[src/rtl/router_reg_block.sv]
// Datapath register stage of the 1-to-3 packet router: latches the header, drives the FIFO write
// bus, holds one byte while the FIFO is full, and checks XOR parity against the trailing byte.
module router_reg_block (
  input  logic       clock,
  input  logic       resetn,
  input  logic       pkt_valid,
  input  logic       fifo_full,
  input  logic       detect_add,
  input  logic       ld_state,
  input  logic       laf_state,
  input  logic       full_state,
  input  logic       lfd_state,
  input  logic       rst_int_reg,
  input  logic [7:0] data_in,
  output logic       err,
  output logic       parity_done,
  output logic       low_pkt_valid,
  output logic [7:0] dout
);

  logic [7:0] r_header;
  logic [7:0] r_full_byte;
  logic [7:0] r_int_parity;
  logic [7:0] r_pkt_parity;

  logic w_addr_ok;
  logic w_lfd;
  logic w_ld;
  logic w_laf;

  // Strobes should be one-hot; if they are not, detect_add > lfd > ld > laf.
  assign w_addr_ok = (data_in[1:0] != 2'b11);
  assign w_lfd     = lfd_state & ~detect_add;
  assign w_ld      = ld_state  & ~detect_add & ~lfd_state;
  assign w_laf     = laf_state & ~detect_add & ~lfd_state & ~ld_state;

  // NOTE: sequential state uses non-blocking assignments so every register samples pre-edge values.
  always_ff @(posedge clock or posedge resetn) begin
    if (resetn) begin
      r_header      <= 8'h00;
      r_full_byte   <= 8'h00;
      r_int_parity  <= 8'h00;
      r_pkt_parity  <= 8'h00;
      dout          <= 8'h00;
      err           <= 1'b0;
      parity_done   <= 1'b0;
      low_pkt_valid <= 1'b0;
    end else begin
      if (detect_add && pkt_valid && w_addr_ok)
        r_header <= data_in;

      if (w_lfd)
        dout <= r_header;
      else if (w_ld && !fifo_full)
        dout <= data_in;
      else if (w_laf)
        dout <= r_full_byte;

      if (w_ld && fifo_full)
        r_full_byte <= data_in;

      if (detect_add)
        r_int_parity <= 8'h00;
      else if (w_lfd)
        r_int_parity <= r_int_parity ^ r_header;
      else if (w_ld && pkt_valid && !full_state)
        r_int_parity <= r_int_parity ^ data_in;

      // The parity byte arrives with pkt_valid low and is kept apart from the running XOR.
      if (detect_add)
        r_pkt_parity <= 8'h00;
      else if (w_ld && !pkt_valid)
        r_pkt_parity <= data_in;

      if (rst_int_reg)
        low_pkt_valid <= 1'b0;
      else if (w_ld && !pkt_valid)
        low_pkt_valid <= 1'b1;

      if (detect_add)
        parity_done <= 1'b0;
      else if ((w_ld && !fifo_full && !pkt_valid) || (w_laf && low_pkt_valid && !parity_done))
        parity_done <= 1'b1;

      if (detect_add)
        err <= 1'b0;
      else if (parity_done)
        err <= (r_int_parity != r_pkt_parity);
    end
  end

endmodule

[config.mk]
export PLATFORM = sky130hd
export DESIGN_NAME = router_reg_block
export DESIGN_NICKNAME = d
export VERILOG_FILES = /design/src/rtl/router_reg_block.sv
export SDC_FILE = /design/constraint.sdc
export NUM_CORES = 1
export LEC_CHECK = 0
export BUFFER_PORTS_ARGS = -buffer_cell sky130_fd_sc_hd__clkbuf_2
export CORE_AREA = 4 4 92 51
export DETAILED_ROUTE_END_ITERATION = 7
export DIE_AREA = 0 0 96 55
export PLACE_DENSITY = 0.8
export SYNTH_ARGS = -nofsm -noshare
export SYNTH_HDL_FRONTEND = slang
export SYNTH_SLANG_ARGS = --single-unit
export TNS_END_PERCENT = 5
[constraint.sdc]
create_clock -name clock -period 1.91 [get_ports clock]
set_clock_uncertainty 0.1 [all_clocks]
set_input_delay 0.0955 -clock clock [delete_from_list [all_inputs] [get_ports clock]]
set_output_delay 0.0955 -clock clock [all_outputs]
set_load 0.005 [all_outputs]
# --- Word level (Yosys, flattened, before mapping) ---
# Cells that the tools add are included.
word_totals:
  regBits: 43
  input_bits: 18
  output_inout_bits: 11
  wordCells: 56
classes:
  eq_ne: 2
  n_mux: 14
  bitwise_logic: 11
  n_reduce_logical: 21
ops:
  columns: ["operator", "count"]
  rows:
  - ["two-way mux 8 bit", 8]
  - ["XOR 8 bit", 2]
  - ["logical AND 1 bit", 10]
  - ["inequality test 8 bit", 1]
  - ["nonzero test 2 bit", 4]
  - ["bitwise AND 1 bit", 6]
  - ["two-way mux 1 bit", 6]
  - ["nonzero test 3 bit", 2]
  - ["zero test 1 bit", 4]
  - ["NOT 1 bit", 3]
  - ["inequality test 2 bit, second input constant", 1]
  - ["logical OR 1 bit", 1]

# --- Logic depth before layout (Yosys ltp) ---
logic_depth:
  word_depth: 9
  mapped_depth: 6
  mapped_depth_nobuf: 4

# --- Worst setup path before layout ---
# No wires, ideal clock.
synth_path:
  path_kind: "input-to-reg"
  start: "input port detect_add"
  end: "register r_full_byte[1]"
  setup_ns: 0.125
  t_arrival_ns: 1.025
  required_time_ns: 1.685
  slack_ns: 0.660
  cell_stages: 3
  n_path_buf: 0
  path_cell_list: "or3b_4 > nor2_8 > mux2_2"
synth_between:
  elab_chain_cells: 4
synth_lines:
  columns: ["element", "line_no", "text"]
  rows:
  - ["start, declared", "8", "input logic detect_add,"]
  - ["NOT 1 bit", "34", "assign w_ld = ld_state & ~detect_add & ~lfd_state;"]
  - ["bitwise AND 1 bit (2 in series)", "34", null]
  - ["logical AND 1 bit", "59", "if (w_ld && fifo_full)"]
  - ["end signal, assigned", "60", "r_full_byte <= data_in;"]
  - ["end, declared", "22", "logic [7:0] r_full_byte;"]
# Every way passes these cells.
# A chain may end at the register's enable or synchronous reset.

# --- Worst setup path after layout ---
layout_path:
  start: "register r_int_parity[3]"
  end: "register err"
layout_between:
  elab_chain_cells: 3
layout_lines:
  columns: ["element", "line_no", "text"]
  rows:
  - ["start, declared", "23", "logic [7:0] r_int_parity;"]
  - ["start signal, assigned", "65", "r_int_parity <= r_int_parity ^ r_header;"]
  - ["start signal, assigned", "67", "r_int_parity <= r_int_parity ^ data_in;"]
  - ["inequality test 8 bit", "88", "err <= (r_int_parity != r_pkt_parity);"]
  - ["two-way mux 1 bit", "87", "else if (parity_done)"]
  - ["two-way mux 1 bit", "85", "if (detect_add)"]
  - ["end signal, assigned", "88", null]
  - ["end, declared", "15", "output logic err,"]
# Every way passes these cells. The select of a mux whose other input is x is not followed.

==> impl_results.md <==
* Status: complete, no violations
* Top cells by area, synth: dfrtp_1 (52%), mux2_2 (6.6%), xnor2_1 (5.5%)
* Area of the multi-input gates at 933 um2
* Cts repair resizes at 0
* CP Launch Type: flip-flop
* Buffers on Ports at 28
* Gp weighted congestion at 0.848
* CP arrival at 1360 ps
* Synth Area in Compound Gates at 12.4%
* Final Net Count at 252
* DRT iter0 DRCs at 78
* Row cnt at 16
* Longest Clk Path Bufs at 2
* Max_cap viols at 0
* IO Pins at 29
* Diode count at 0
* Seq. cell area at 0.00108 mm2
* Per-cell routed wire length at 16.3 um
* Mapped cell area at about 0.002 mm2
* HP Class: primary input to flip-flop
* Chip height at about 55 um
* Setup violations, final at 0
* Hold Path Depth at 3
* CP endpoint kind: flip-flop
* Die Span X at roughly 96 um
* Antenna-violating nets left at 0
* Post-synthesis xor/xnor area fraction at 6.82%
* Synth Area in Simple Gates at 14.7%
* CP delay by family, top: flip-flops
* Period minus WS final at approximately 1300 ps
* Register area share after synthesis at 52.3%
* TritonCTS clock tree: built
* Starting Density at 53.8%
* Worst-case reg-to-reg path depth at 4
* Adder-cell area share of the yosys netlist at 0%
* Largest net degree at the start of global routing at 44
* Core region area at 0.00382 mm2
* First-pass GRT wire length at 7890 um
* Worst skew pair latency at around 300 ps
* Place WS at 364 ps
* Global route total overflow at 0
* Cell Pwr Density at between 800 and 900 mW/mm2
* Seq cells post-synth at 43
* Worst r2r src: r_int_parity[3]$_DFFE_PP0P_
* Fraction of layout cells with a size suffix above 1 at between 20% and 30%
* Post-CTS setup buffer count at 0
* Drt drc at 0
* Buf+Inv Stages, Crit Path at 0
* Clk sink count at 43
* Vias per cell at 5.43
* Syn_area_per_cell at 10.4 um2
* Hold Path End: r_pkt_parity[0]$_DFFE_PP0P_
* Yosys top cell area share at 52.3%
* Dpl hpwl at 3370 um
* VDD IR-drop max at 0.392 mV
* GR Util All Layers at 20.5%
* Clock Root Buffer: clkbuf_8
* Final worst slack at ~630 ps
* DRT Pass-1 Iters at 4
* Worst reg2reg setup slack at between 600 and 700 ps
* Number of flops mapped to enable cells by yosys at 0
* Fillers at 298
* Number of global-route vias before repair at 1,656
* Hold Violations, Final at 0
* Routed Wire Length at 4720 um
* Cells after Synth at 198
* Clock transition at path regs at 80 ps
* CP Class: flip-flop to flip-flop
* Die area at 0.00528 mm2
* Syn Nets at 216
* Required time worst endpoint at between 1500 and 2000 ps
* CP max FO at 2
* Yosys top cell by area: dfrtp_1
* Area grow syn2layout at 15.3%
* H-Tree Depth at 2
* Fin crit share at 67.1%
* Slew Viols, Final at 0
* Largest family of logic cells by synthesized area: simple AND/OR/NAND/NOR gates
* Hold_buf cts at 3
* Mux cell area share after synthesis at between 10% and 20%
* Hold Path Origin: data_in[0]
* Non-filler cells, final at 289
* Worst slew pin tran at 552 ps
* Synth unique cells at 27
* Crit path depth at 4
* Slowest CP cell: dfrtp_1
* Slowest Stage Delay on Critical Path at 410 ps
* RSZ-0062 raised after global routing: false
* Max Clk Rate at 0.780 GHz
* Total number of vias at 1,568
* Critical path, cell by cell: xnor2_1 -> nand4_1 -> nor4_1 -> a31oi_1
* Ys flop type: dfrtp_1
* Reg-to-reg endpoint: err$_DFFE_PP0P_
* Initial antenna violation count at 0
* FFs w/ async S/R, synth at 100%
* CTS buffer count at 5
* Synth warn at 0
* Fin Hold WS at 7.90 ps
* Dpl cells at 278
* Slew HR at a little over three fifths
* Setup TNS at 0 ps
* Leakage at about 0.0011 uW
metal layers:
metal  GRT usage [%]  up-vias  routed length [um]
li1                -      755                   -
met1            27.1      752                2150
met2            32.5       45                2220
met3            4.73       16                 232
met4            9.67        0                 118
met5               0        -                   0
stage by stage:
stage / power, uW / area, um2 / util [%]
4_1_cts: 2120 / 2370 / 62.0
2_1_floorplan: 1410 / 2060 / -
3_5_place_dp: 1560 / 2260 / 59.1
6_report: 2110 / 2370 / 62.0
5_1_grt: 2220 / 2370 / 62.0
3_3_place_gp: 1530 / 2260 / 59.1
cells in the mapped netlist (2+ instances only):
cell,instances
nand2_1,18
dfrtp_1,43
inv_1,3
xor2_1,3
xnor2_1,13
mux2_1,2
mux2_2,12
a21oi_1,18
a31oi_1,10
nor2_1,26
mux2i_1,8
nand2b_1,10
clkbuf_1,3
nor2_4,2
o21ai_0,15
cells in the final DEF, fill, tap and decap left out, types with 4 or more instances in the layout:
master,count
dfrtp_1,43
o21ai_0,15
mux2i_1,8
nand2b_1,10
nor2_1,26
clkbuf_8,5
buf_4,4
a21oi_1,18
mux2_2,12
clkbuf_2,28
xnor2_1,13
a31oi_1,10
nand2_1,18
kinds of logic after synthesis:
family                    Yosys count
DFF                                43
xor gates and xnor gates           16
muxes                              22
buffers and inverters               9
AOI/OAI and AO/OA                  47
and+or+nand+nor                    61
flip-flops by register name, summed over array words and instances (netlist names):
signal,cells
dout,8
r_full_byte,8
r_header,8
r_int_parity,8
r_pkt_parity,8
err,1
low_pkt_valid,1
parity_done,1
worst max-delay path by stage:
stage | start | to | slack, ps
2_1_floorplan | detect_add | r_full_byte[1]$_DFFE_PP0P_ | 660
3_3_place_gp | detect_add | r_full_byte[4]$_DFFE_PP0P_ | 400
3_5_place_dp | detect_add | r_int_parity[0]$_DFFE_PP0P_ | 360
4_1_cts | r_int_parity[5]$_DFFE_PP0P_ | err$_DFFE_PP0P_ | 620
5_1_grt | r_int_parity[3]$_DFFE_PP0P_ | err$_DFFE_PP0P_ | 490
6_report | r_int_parity[3]$_DFFE_PP0P_ | err$_DFFE_PP0P_ | 630
final cells by class:
class | instances | area share (%)
clock buffers | 7 | 3.22
repair buffers | 35 | 8.45
clock inverters | 1 | 0.211
well taps | 54 | 2.85
multi-input cells | 146 | 39.4
flip-flops and latches | 43 | 45.4
inverters | 3 | 0.475
report_power, final:
part	internal, uW	switching (uW)
registers	1040	92.8
clock network	257	309
logic	205	208
total	1500	609
worst min-delay path: stages:
cell and delay [ps]:
clkbuf_2 140, nand2_1 80, o21ai_1 50
Power figures use the tool's default switching activity.
